$ cat src/rtl/range_display.sv
// Latches a rangefinder result, converts it to BCD with a sequential double-dabble
// engine and scans it onto a 4-digit multiplexed 7-segment display with an error LED.
module range_display #(
  parameter int WIDTH       = 16,
  parameter int REFRESH_DIV = 1024
) (
  input  logic             clock,
  input  logic             reset,
  input  logic [WIDTH-1:0] range_in,
  input  logic             error_in,
  input  logic             update,
  output logic             busy,
  output logic [6:0]       seg,
  output logic [3:0]       an,
  output logic             err_led
);

  localparam int IW = $clog2(WIDTH);
  localparam int CW = $clog2(REFRESH_DIV);
  localparam logic [IW-1:0] ITER_LAST = IW'(WIDTH - 1);
  localparam logic [CW-1:0] REF_LAST  = CW'(REFRESH_DIV - 1);

  typedef enum logic [1:0] {IDLE, CONVERT, LOAD} state_t;

  state_t           r_state;
  state_t           w_stateNext;
  logic [WIDTH-1:0] r_bin;
  logic [19:0]      r_bcd;
  logic [IW-1:0]    r_iter;
  logic             r_errLatch;
  logic [15:0]      r_dispDigits;
  logic             r_dispErr;
  logic [CW-1:0]    r_refCnt;
  logic [1:0]       r_idx;
  logic [3:0]       r_an;
  logic [6:0]       r_seg;
  logic [15:0]      w_bcdAdj;
  logic [15:0]      w_loadDigits;
  logic [1:0]       w_idxNext;
  logic [3:0]       w_digit;
  logic             w_blank;
  logic [6:0]       w_segNext;

  function automatic logic [6:0] segOf(input logic [3:0] d);
    case (d)
      4'd0:    segOf = 7'h3F;
      4'd1:    segOf = 7'h06;
      4'd2:    segOf = 7'h5B;
      4'd3:    segOf = 7'h4F;
      4'd4:    segOf = 7'h66;
      4'd5:    segOf = 7'h6D;
      4'd6:    segOf = 7'h7D;
      4'd7:    segOf = 7'h07;
      4'd8:    segOf = 7'h7F;
      4'd9:    segOf = 7'h6F;
      default: segOf = 7'h00;
    endcase
  endfunction

  always_ff @(posedge clock or posedge reset) begin
    if (reset) r_state <= IDLE;
    else       r_state <= w_stateNext;
  end

  always_comb begin
    w_stateNext = r_state;
    busy        = 1'b0;
    case (r_state)
      IDLE:    if (update) w_stateNext = CONVERT;
      CONVERT: begin
        busy = 1'b1;
        if (r_iter == ITER_LAST) w_stateNext = LOAD;
      end
      LOAD: begin
        busy        = 1'b1;
        w_stateNext = IDLE;
      end
      default: w_stateNext = IDLE;
    endcase
  end

  // Digit 4 can never reach 5 before the final shift, so only digits 0-3 are adjusted.
  always_comb begin
    w_bcdAdj = r_bcd[15:0];
    for (int i = 0; i < 4; i++) begin
      if (r_bcd[i*4 +: 4] >= 4'd5) w_bcdAdj[i*4 +: 4] = r_bcd[i*4 +: 4] + 4'd3;
    end
    w_loadDigits = (r_bcd[19:16] != 4'd0) ? 16'h9999 : r_bcd[15:0];
  end

  always_ff @(posedge clock or posedge reset) begin
    if (reset) begin
      r_bin        <= '0;
      r_bcd        <= '0;
      r_iter       <= '0;
      r_errLatch   <= 1'b0;
      r_dispDigits <= '0;
      r_dispErr    <= 1'b0;
    end else begin
      case (r_state)
        IDLE: if (update) begin
          r_bin      <= range_in;
          r_errLatch <= error_in;
          r_bcd      <= '0;
          r_iter     <= '0;
        end
        CONVERT: begin
          r_bcd  <= {r_bcd[18:16], w_bcdAdj, r_bin[WIDTH-1]};
          r_bin  <= {r_bin[WIDTH-2:0], 1'b0};
          r_iter <= r_iter + 1'b1;
        end
        LOAD: begin
          r_dispDigits <= w_loadDigits;
          r_dispErr    <= r_errLatch;
        end
        default: ;
      endcase
    end
  end

  // Segment pattern is computed for the index about to be shown so seg and an move together.
  always_comb begin
    w_idxNext = (r_refCnt == REF_LAST) ? r_idx + 2'd1 : r_idx;
    w_digit   = r_dispDigits[{w_idxNext, 2'b00} +: 4];
    case (w_idxNext)
      2'd1:    w_blank = (r_dispDigits[15:4]  == 12'd0);
      2'd2:    w_blank = (r_dispDigits[15:8]  == 8'd0);
      2'd3:    w_blank = (r_dispDigits[15:12] == 4'd0);
      default: w_blank = 1'b0;
    endcase
    if (r_dispErr)    w_segNext = 7'h40;
    else if (w_blank) w_segNext = 7'h00;
    else              w_segNext = segOf(w_digit);
  end

  always_ff @(posedge clock or posedge reset) begin
    if (reset) begin
      r_refCnt <= '0;
      r_idx    <= 2'd0;
      r_an     <= 4'b0001;
      r_seg    <= 7'h3F;
    end else begin
      r_refCnt <= (r_refCnt == REF_LAST) ? '0 : r_refCnt + 1'b1;
      r_idx    <= w_idxNext;
      r_an     <= 4'b0001 << w_idxNext;
      r_seg    <= w_segNext;
    end
  end

  assign seg     = r_seg;
  assign an      = r_an;
  assign err_led = r_dispErr;

endmodule

$ cat config.mk
export PLATFORM = sky130hd
export DESIGN_NAME = range_display
export DESIGN_NICKNAME = d
export VERILOG_FILES = /design/src/rtl/range_display.sv
export SDC_FILE = /design/constraint.sdc
export NUM_CORES = 1
export LEC_CHECK = 0
export CAP_MARGIN = 15
export CORE_MARGIN = 5
export CORE_UTILIZATION = 35
export DETAILED_ROUTE_END_ITERATION = 8
export PLACE_DENSITY = 0.6
export SETUP_SLACK_MARGIN = 0.1
export SLEW_MARGIN = 20
export SYNTH_ARGS = -nofsm -noshare
export SYNTH_HDL_FRONTEND = slang
export SYNTH_SLANG_ARGS = --single-unit
$ cat constraint.sdc
create_clock -name clock -period 2.8 [get_ports clock]
set_input_delay 0.42 -clock clock [delete_from_list [all_inputs] [get_ports clock]]
set_output_delay 0.42 -clock clock [all_outputs]
set_load 0.005 [all_outputs]
==> flow_summary.toml, run 1 <==
[run_status]
outcome = "completed"

[setup_path]
path_class = "register to register"
critical_path.startpoint_type = "register"
cp.required_ns = 3.06
critPathMaxFanout = 10
worst_setup_path_end_kind = "register"
arrival_ns = 2.83

[timing]
final-hold-violation-count = 0
tightestPinTransition_ns = 0.819
setup_viol_count_final = 0
slew_viols_final = 0
finalSetupTns_ns = 0
max_slew_margin = 0.452
timing.clock.skew_ns = 0.00602
rsz_0062_raised_after_global_routing = "no"
period_share = 0.916
finalCriticalPeriod_ns = 2.56
hold_slack_ns = 0.473
max_clock_freq_mhz = 390

[worst_hold_path]
hold_path.class = "input pin to asynchronous set/reset pin"

[floorplan]
area_inside_the_core_boundary_sq_um = 12000
die_extent_in_y_um = 121
pin_count = 33
std_cell_rows = 40
start_util = 0.358
die-area_sq_um = 14600
fp.dieW_um = 121

[layout]
layout.filler_cells = 1168
ff_latch_area_sq_um = 2090
final_layout_size_suffix_gt1_frac = 0.104
stdcell_area_sq_um = 5100
ant_diodes = 0
layout_common_cells = "sky130_fd_sc_hd__dfrtp_1 (76), sky130_fd_sc_hd__nand2_1 (49), sky130_fd_sc_hd__o21ai_0 (47)"
syn_to_final_growth_pct = 18.6
finish.net_count = 504
post-route-util = 0.425
layout.cells.most_common = "sky130_fd_sc_hd__dfrtp_1"
multiInputGateArea_sq_um = 2020

[routing]
drt_pass_1_iters = 4
route.detailed.wl_per_inst_um = 14.1
drt_iter0_markers = 144
via_to_cell_ratio = 5.19
ant_nets = 0
route.detailed.drc = 0
dr_total_vias = 3202
wirelength_um = 8720

[pwr]
max-vdd-ir-drop_mv = 0.460
leakagePower_uw = 0.00225
clkPwrFrac = 0.336
register_share_of_total_power = 0.426
power.share.combinational = 0.238
switching_share = 0.300
power.switching_uw = 1040
power_density_nw_per_um2 = 683
internal_power_uw = 2440

[placement]
dp.final_hpwl_um = 6060
gpl.final_weighted_congestion = 0.825
placement.cell_area_sq_um = 4800
port_buffers = 32

[synthesis]
synth_top_family_by_area = "compound AO/OA/AOI/OAI gates"
synth_async_sr_flop_share = 1.00
synth_sequential_area_ratio = 0.485
synth.area.top_cells = "sky130_fd_sc_hd__dfrtp_1 (44%), sky130_fd_sc_hd__o21ai_0 (5.5%), sky130_fd_sc_hd__ha_1 (5.2%)"
synth-compound-area-share = 0.174
muxShareOfSynthArea = 0.0652
synth_flop_cell = "sky130_fd_sc_hd__dfrtp_1"
synth_edf_count = 0
post-synth-top-area-fraction = 0.442
syn_area_sq_um = 4300
syn_avg_cell_area_sq_um = 9.93
post_synth_inst_count = 433
xor_xnor_cell_area_share_of_the_yosys_netlist = 0.0285
synth_top_cell_by_area = "sky130_fd_sc_hd__dfrtp_1"
synth_fp_nets = 471
synth_seq_cells = 83
yosysUniqueCellTypes = 56
synth-adder-area-share = 0.0524
simple_gate_share_of_the_synthesized_area = 0.146
yosys_warnings = 0

[clocking]
clockBufferDepth = 2
cts_buffers = 9
root_buffer = "sky130_fd_sc_hd__clkbuf_16"
cts_tree = "done"
num_clock_sinks = 83
ctsHoldBuffers = 0
ctsHtreeMaxLevel = 3
clk_pin_slew_worst_paths_ns = 0.06
clock_latency_ns = 0.33

[grt]
grt_pass1_vias = 3180
grt-ovfl-total = 0
gr-usage-all-layers = 0.131
grt_first_pass_wirelength_um = 15500
antenna_found_initial = 0
grt_max_degree = 84

[flow_run]
maxCapViolations = 0
## flip-flops by register name, summed over array words and instances (netlist names)
register and count:
r_iter 4, seg 7, r_bcd 20, r_state 2, r_idx 2, r_errLatch 1, r_bin 16, r_refCnt 10
err_led 1, r_dispDigits 16, an 4
## through the flow
stage | worst slack, ns | power (uW) | std cells
2_1_floorplan | 0.255 | 2090 | 433
3_3_place_gp | 0.217 | 2310 | 601
3_5_place_dp | 0.155 | 2340 | 601
4_1_cts | 0.142 | 3540 | 616
5_1_grt | 0.108 | 3730 | 617
6_report | 0.235 | 3480 | 617
## cell usage after synthesis (2+ instances only)
cell	count
sky130_fd_sc_hd__dfrtp_1	76
sky130_fd_sc_hd__nand2_1	49
sky130_fd_sc_hd__o21ai_0	47
sky130_fd_sc_hd__inv_1	29
sky130_fd_sc_hd__nor2_1	26
sky130_fd_sc_hd__mux2i_1	22
sky130_fd_sc_hd__a21oi_1	21
sky130_fd_sc_hd__ha_1	18
sky130_fd_sc_hd__nand3_1	12
sky130_fd_sc_hd__clkbuf_1	11
sky130_fd_sc_hd__nand2b_1	8
sky130_fd_sc_hd__dfstp_2	7
sky130_fd_sc_hd__xnor2_1	7
sky130_fd_sc_hd__xor2_1	7
sky130_fd_sc_hd__a31oi_1	6
sky130_fd_sc_hd__nor3_1	6
sky130_fd_sc_hd__o22ai_1	6
sky130_fd_sc_hd__a22o_1	5
sky130_fd_sc_hd__nor4_1	5
sky130_fd_sc_hd__a311oi_1	4
sky130_fd_sc_hd__mux2_2	4
sky130_fd_sc_hd__o22a_1	4
sky130_fd_sc_hd__and4_1	3
sky130_fd_sc_hd__buf_1	3
sky130_fd_sc_hd__nand4_1	3
sky130_fd_sc_hd__nor3b_1	3
sky130_fd_sc_hd__o21bai_1	3
sky130_fd_sc_hd__o41ai_1	3
sky130_fd_sc_hd__a221oi_1	2
sky130_fd_sc_hd__and2_1	2
sky130_fd_sc_hd__buf_2	2
sky130_fd_sc_hd__buf_4	2
sky130_fd_sc_hd__buf_6	2
sky130_fd_sc_hd__o21ai_1	2
sky130_fd_sc_hd__o31ai_1	2
## power by group through the flow
stage | Sequential, uW | Clock [uW] | Combinational, uW
final | 1480 | 1170 | 827
after global routing | 1510 | 1260 | 955
after CTS | 1480 | 1210 | 841
after detailed placement | 1500 | 0 | 839
after global placement | 1500 | 0 | 816
after floorplan | 1470 | 0 | 615
## critical path, stage by stage, from the launching register on
cell and delay (ns):
sky130_fd_sc_hd__dfrtp_1 0.38, sky130_fd_sc_hd__ha_1 0.25, sky130_fd_sc_hd__and4_2 0.40, sky130_fd_sc_hd__nand3_2 0.13
sky130_fd_sc_hd__a2bb2oi_1 0.19, sky130_fd_sc_hd__o2111ai_1 0.38, sky130_fd_sc_hd__inv_1 0.14, sky130_fd_sc_hd__ha_1 0.23
sky130_fd_sc_hd__mux2_2 0.26, sky130_fd_sc_hd__o21bai_1 0.12
## metal layers
layer,global-route usage,vias up,share of wire
met5,0,-,0
met4,0.0411,0,0.014
met3,0.0388,15,0.038
met2,0.207,47,0.45
met1,0.172,1542,0.49
li1,-,1598,-
## cell families (layout without fill, tap and decap cells)
family | count (synthesis) | after routing
and+or+nand+nor | 125 | 125
muxes | 27 | 27
DFF | 83 | 83
buffers and inverters | 49 | 86
AOI/OAI and AO/OA | 117 | 117
xor gates and xnor gates | 14 | 14
adders and majority gates | 18 | 18
## layout make-up
type                    instances  share of cell area
multi-input cells             301               0.395
repair buffers                 42              0.0800
well taps                     147              0.0361
flip-flops and latches         83               0.409
clock inverters                 2             0.00687
clock buffers                  13              0.0510
inverters                      29              0.0216
## path summary, 6_finish.rpt
check                      cells after the start  slack, ns         from     endpoint
hold / removal                                 3       0.47        reset  r_refCnt[2]
setup reg to reg                               9       0.24  r_refCnt[0]       seg[0]
min in group clock                             1       0.48  r_refCnt[0]  r_refCnt[0]
hold reg to reg                                1       0.48  r_refCnt[0]  r_refCnt[0]
max in group asynchronous                      3       1.92        reset       seg[2]
setup / recovery                               9       0.24  r_refCnt[0]       seg[0]
## repair_timing
action                                  in CTS  in global routing
endpoints found under the setup margin       0                  4
resized for setup                            0                  1
setup buffers                                0                  1
No activity file was read; power rests on OpenSTA's default activity.
==> run 2, diff against run 1 <==
GPL_TIMING_DRIVEN = 0   (was default)
==> flow_summary.toml, run 2 (same netlist as run 1, synthesis figures left out) <==
[timing]
timing.clock.skew_ns = 0.00705
max_clock_freq_mhz = 382
tightestPinTransition_ns = 0.766
slew_viols_final = 0
setup_viol_count_final = 0
max_slew_margin = 0.488
final-hold-violation-count = 0
hold_slack_ns = 0.482
rsz_0062_raised_after_global_routing = "yes"
finalCriticalPeriod_ns = 2.62
period_share = 0.934

[layout]
layout.cells.most_common = "sky130_fd_sc_hd__dfrtp_1"
layout.filler_cells = 1167
registers.top_by_ff_count = "r_bcd"
multiInputGateArea_sq_um = 2030
finish.net_count = 520
layout_top_registers = "r_bcd: 20 flops, r_bin: 16 flops, r_dispDigits: 16 flops"
stdcell_count = 634
flip_flop_count_of_the_largest_register_after_layout = 20
layout_common_cells = "sky130_fd_sc_hd__dfrtp_1 (76), sky130_fd_sc_hd__nand2_1 (49), sky130_fd_sc_hd__o21ai_0 (47)"
final_layout_size_suffix_gt1_frac = 0.111
ff_latch_area_sq_um = 2090
ant_diodes = 0
syn_to_final_growth_pct = 20.4

[floorplan]
pin_count = 33
die_extent_in_y_um = 121
start_util = 0.358
area_inside_the_core_boundary_sq_um = 12000
std_cell_rows = 40
fp.dieW_um = 121
die-area_sq_um = 14600

[grt]
grt_pass1_vias = 3281
grt_max_degree = 44
antenna_found_initial = 0
gr-usage-all-layers = 0.133
grt_first_pass_wirelength_um = 15700
grt-ovfl-total = 0

[clocking]
clock_latency_ns = 0.34
root_buffer = "sky130_fd_sc_hd__clkbuf_16"
ctsHtreeMaxLevel = 3
clockBufferDepth = 2
cts_tree = "done"
cts_buffers = 9
clk_pin_slew_worst_paths_ns = 0.06
ctsHoldBuffers = 0
num_clock_sinks = 83

[placement]
place_inst = 613
port_buffers = 32
dp.final_hpwl_um = 6480
gpl.final_weighted_congestion = 0.859

[routing]
ant_nets = 0
dr_total_vias = 3282
via_to_cell_ratio = 5.18
drt_iter0_markers = 200
drt_pass_1_iters = 4
wirelength_um = 9000
route.detailed.drc = 0
route.detailed.wl_per_inst_um = 14.2

[pwr]
leakagePower_uw = 0.00228
switching_share = 0.318
power.switching_uw = 1090
clkPwrFrac = 0.321
max-vdd-ir-drop_mv = 0.407
internal_power_uw = 2340
power_density_nw_per_um2 = 662
register_share_of_total_power = 0.433
power.share.combinational = 0.245

[setup_path]
critical_path.startpoint_type = "register"
path_class = "register to register"
worst_setup_path_end_kind = "register"
critPathMaxFanout = 10
arrival_ns = 2.88
cp.required_ns = 3.07

[flow_run]
maxCapViolations = 0

[run_status]
outcome = "completed"

[worst_hold_path]
hold_path.class = "register to register"
==> run 2: cell types whose count changed in the layout (fill, tap and decap cells not counted), moves of 2 or more <==
cell	before	now
sky130_fd_sc_hd__buf_1	0	3
sky130_fd_sc_hd__clkbuf_1	2	11
sky130_fd_sc_hd__clkinv_2	2	4
sky130_fd_sc_hd__buf_2	0	2
sky130_fd_sc_hd__buf_4	9	7
sky130_fd_sc_hd__buf_6	0	2
==> run 2: metal layers <==
metal | GRT usage | wire length [um]
met2 | 0.225 | 4370
met3 | 0.0402 | 467
met4 | 0.0319 | 101
met1 | 0.166 | 4060
met5 | 0 | 0
==> run 2: final timing paths <==
| kind | from | endpoint | slack (ns) | cells after the start |
|---|---|---|---|---|
| max in group asynchronous | reset | r_bcd[19] | 1.70 | 3 |
| max | r_refCnt[0] | seg[3] | 0.18 | 10 |
| max reg2reg | r_refCnt[0] | seg[3] | 0.18 | 10 |
| min in group asynchronous | reset | r_refCnt[0] | 0.51 | 2 |
| min | r_bin[15] | r_bin[15] | 0.48 | 2 |
| min reg2reg | r_bin[15] | r_bin[15] | 0.48 | 2 |
==> run 2: layout make-up <==
type | instances | share of cell area
inverters | 29 | 0.0215
multi-input cells | 301 | 0.392
clock inverters | 5 | 0.00532
well taps | 147 | 0.0355
repair buffers | 38 | 0.0745
clock buffers | 11 | 0.0488
plain buffers | 20 | 0.0193
flip-flops and latches | 83 | 0.403
==> run 2: metrics by stage <==
stage / TNS (ns) / total power [uW] / utilization / setup WS, ns / instance area, sq um
detailed placement: 0 / 2370 / 0.402 / 0.0803 / 4830
finish: 0 / 3430 / 0.431 / 0.185 / 5180
CTS: 0 / 3490 / 0.426 / 0.126 / 5120
global placement: -86.78 / 2330 / 0.400 / -1.12 / 4800
global route: 0 / 3680 / 0.431 / 0.0662 / 5180
floorplan: 0 / 2090 / - / 0.255 / 4300
==> run 2: repair_timing <==
item,in CTS,in global routing
pin swaps,0,3
setup endpoints to repair,2,3
setup buffers,0,5
resized for setup,1,3
==> run 2: worst max-delay path: stages, from the launching register on <==
cell and delay (ns):
sky130_fd_sc_hd__dfrtp_1 0.41, sky130_fd_sc_hd__ha_2 0.24, sky130_fd_sc_hd__and4_1 0.21, sky130_fd_sc_hd__buf_4 0.18, sky130_fd_sc_hd__a311oi_1 0.29, sky130_fd_sc_hd__a31oi_1 0.08, sky130_fd_sc_hd__o21ai_2 0.33, sky130_fd_sc_hd__inv_1 0.11
sky130_fd_sc_hd__ha_1 0.31, sky130_fd_sc_hd__mux2_4 0.28, sky130_fd_sc_hd__o21bai_2 0.10
==> run 2: power groups by stage <==
| stage | combinational (uW) | sequential (uW) | clock [uW] |
|---|---|---|---|
| detailed placement | 864 | 1500 | 0 |
| finish | 840 | 1480 | 1100 |
| floorplan | 615 | 1470 | 0 |
| global route | 977 | 1510 | 1190 |
| CTS | 864 | 1480 | 1140 |
| global placement | 833 | 1500 | 0 |
==> run 3, diff against run 2 <==
SLEW_MARGIN = 5   (was 20)
==> flow_summary.toml, run 3 (same netlist as run 1, synthesis figures left out) <==
[routing]
ant_nets = 0
via_to_cell_ratio = 5.17
drt_iter0_markers = 193
route.detailed.drc = 0
wirelength_um = 9080
drt_pass_1_iters = 4
dr_total_vias = 3273
route.detailed.wl_per_inst_um = 14.3

[floorplan]
pin_count = 33
die-area_sq_um = 14600
area_inside_the_core_boundary_sq_um = 12000
die_extent_in_y_um = 121
fp.dieW_um = 121
start_util = 0.358
std_cell_rows = 40

[timing]
finalSetupTns_ns = 0
max_slew_margin = 0.476
rsz_0062_raised_after_global_routing = "yes"
max_clock_freq_mhz = 387
timing.clock.skew_ns = 0.00913
period_share = 0.923
slew_viols_final = 0
setup_viol_count_final = 0
final-hold-violation-count = 0
tightestPinTransition_ns = 0.782
finalCriticalPeriod_ns = 2.58
final_critical_path_setup_slack_ns = 0.217

[clocking]
cts_buffers = 9
cts_tree = "done"
clock_latency_ns = 0.34
num_clock_sinks = 83
root_buffer = "sky130_fd_sc_hd__clkbuf_16"
clk_pin_slew_worst_paths_ns = 0.06
clockBufferDepth = 2
ctsHtreeMaxLevel = 3

[layout]
ant_diodes = 0
stdcell_count = 633
layout_common_cells = "sky130_fd_sc_hd__dfrtp_1 (76), sky130_fd_sc_hd__nand2_1 (49), sky130_fd_sc_hd__o21ai_0 (47)"
layout.cells.most_common = "sky130_fd_sc_hd__dfrtp_1"
layout.filler_cells = 1166
post-route-util = 0.431
registers.top_by_ff_count = "r_bcd"
layout_top_registers = "r_bcd: 20 flops, r_bin: 16 flops, r_dispDigits: 16 flops"
final_layout_size_suffix_gt1_frac = 0.105
flip_flop_count_of_the_largest_register_after_layout = 20
finish.net_count = 519
syn_to_final_growth_pct = 20.4

[grt]
antenna_found_initial = 0
grt_max_degree = 63
gr-usage-all-layers = 0.133
grt-ovfl-total = 0
grt_first_pass_wirelength_um = 15700
grt_pass1_vias = 3292

[placement]
place_inst = 613
post-place-ws_ns = 0.0843
dp.final_hpwl_um = 6440
port_buffers = 32
gpl.final_weighted_congestion = 0.859

[setup_path]
critical_path.startpoint_type = "register"
cp.required_ns = 3.07
depth_of_the_most_critical_reg_to_reg_path = 10
r2r_slack_ns = 0.22
arrival_ns = 2.85
r2r_endpoint = "seg[3]"
r2r_start = "r_refCnt[0]"
path_class = "register to register"
worst_setup_path_end_kind = "register"
critPathMaxFanout = 10

[flow_run]
maxCapViolations = 0

[pwr]
power_density_nw_per_um2 = 674
leakagePower_uw = 0.00228
max-vdd-ir-drop_mv = 0.377

[run_status]
outcome = "completed"

[worst_hold_path]
hold_path.class = "input pin to asynchronous set/reset pin"
==> run 3: critical path, cell delays in order, from the launching register on <==
cell and delay (ns):
sky130_fd_sc_hd__dfrtp_1 0.40, sky130_fd_sc_hd__ha_2 0.23, sky130_fd_sc_hd__and4_1 0.21, sky130_fd_sc_hd__buf_4 0.18, sky130_fd_sc_hd__a311oi_1 0.27, sky130_fd_sc_hd__a31oi_1 0.08, sky130_fd_sc_hd__o21ai_2 0.33, sky130_fd_sc_hd__inv_1 0.12
sky130_fd_sc_hd__ha_1 0.31, sky130_fd_sc_hd__mux2_4 0.28, sky130_fd_sc_hd__o21bai_2 0.10
==> run 3: how the worst max path moves through the flow <==
stage,start,endpoint,depth (start not counted)
finish,r_refCnt[0],seg[3],10
global route,r_refCnt[0],seg[3],10
CTS,r_refCnt[0],seg[3],10
detailed placement,r_refCnt[0],seg[0],10
global placement,reset,r_bin[0],2
floorplan,reset,an[1],1
==> run 3: repair_timing <==
action                     CTS  global route
hold buffers                 0             0
pin swaps                    0             3
resized for setup            1             3
gates cloned                 0             0
setup endpoints to repair    2             2
setup buffers                0             4
==> run 3: power by group <==
part,switching (uW),internal (uW),leakage (uW)
logic,521,321,0.00105
clock network,472,688,0.000143
registers,110,1370,0.00109
==> run 3: metal layers <==
layer | GRT usage | wire length (um) | vias up
li1 | - | - | 1626
met1 | 0.168 | 4230 | 1561
met2 | 0.215 | 4290 | 72
met3 | 0.0444 | 400 | 14
met4 | 0.0382 | 159 | 0
met5 | 0 | 0 | -
==> run 3: area by class of cell <==
cell class                 count  area, sq um  share of cell area
multi-input combinational    301         2030               0.392
sequential                    83         2090               0.403
inverter                      29          111              0.0215
clock buffer                  11          233              0.0450
clock inverter                 5         53.8              0.0104
timing repair buffer          37          378              0.0730
tap                          147          184              0.0355
buffer                        20          100              0.0193
==> run 3: metrics by stage <==
stage / instance area, sq um / hold WS, ns / total power [uW]
after floorplan: 4300 / 0.444 / 2090
after detailed placement: 4830 / 0.472 / 2370
after global placement: 4800 / 0.463 / 2330
after global routing: 5170 / 0.422 / 3730
final: 5170 / 0.396 / 3490
after CTS: 5130 / 0.401 / 3540
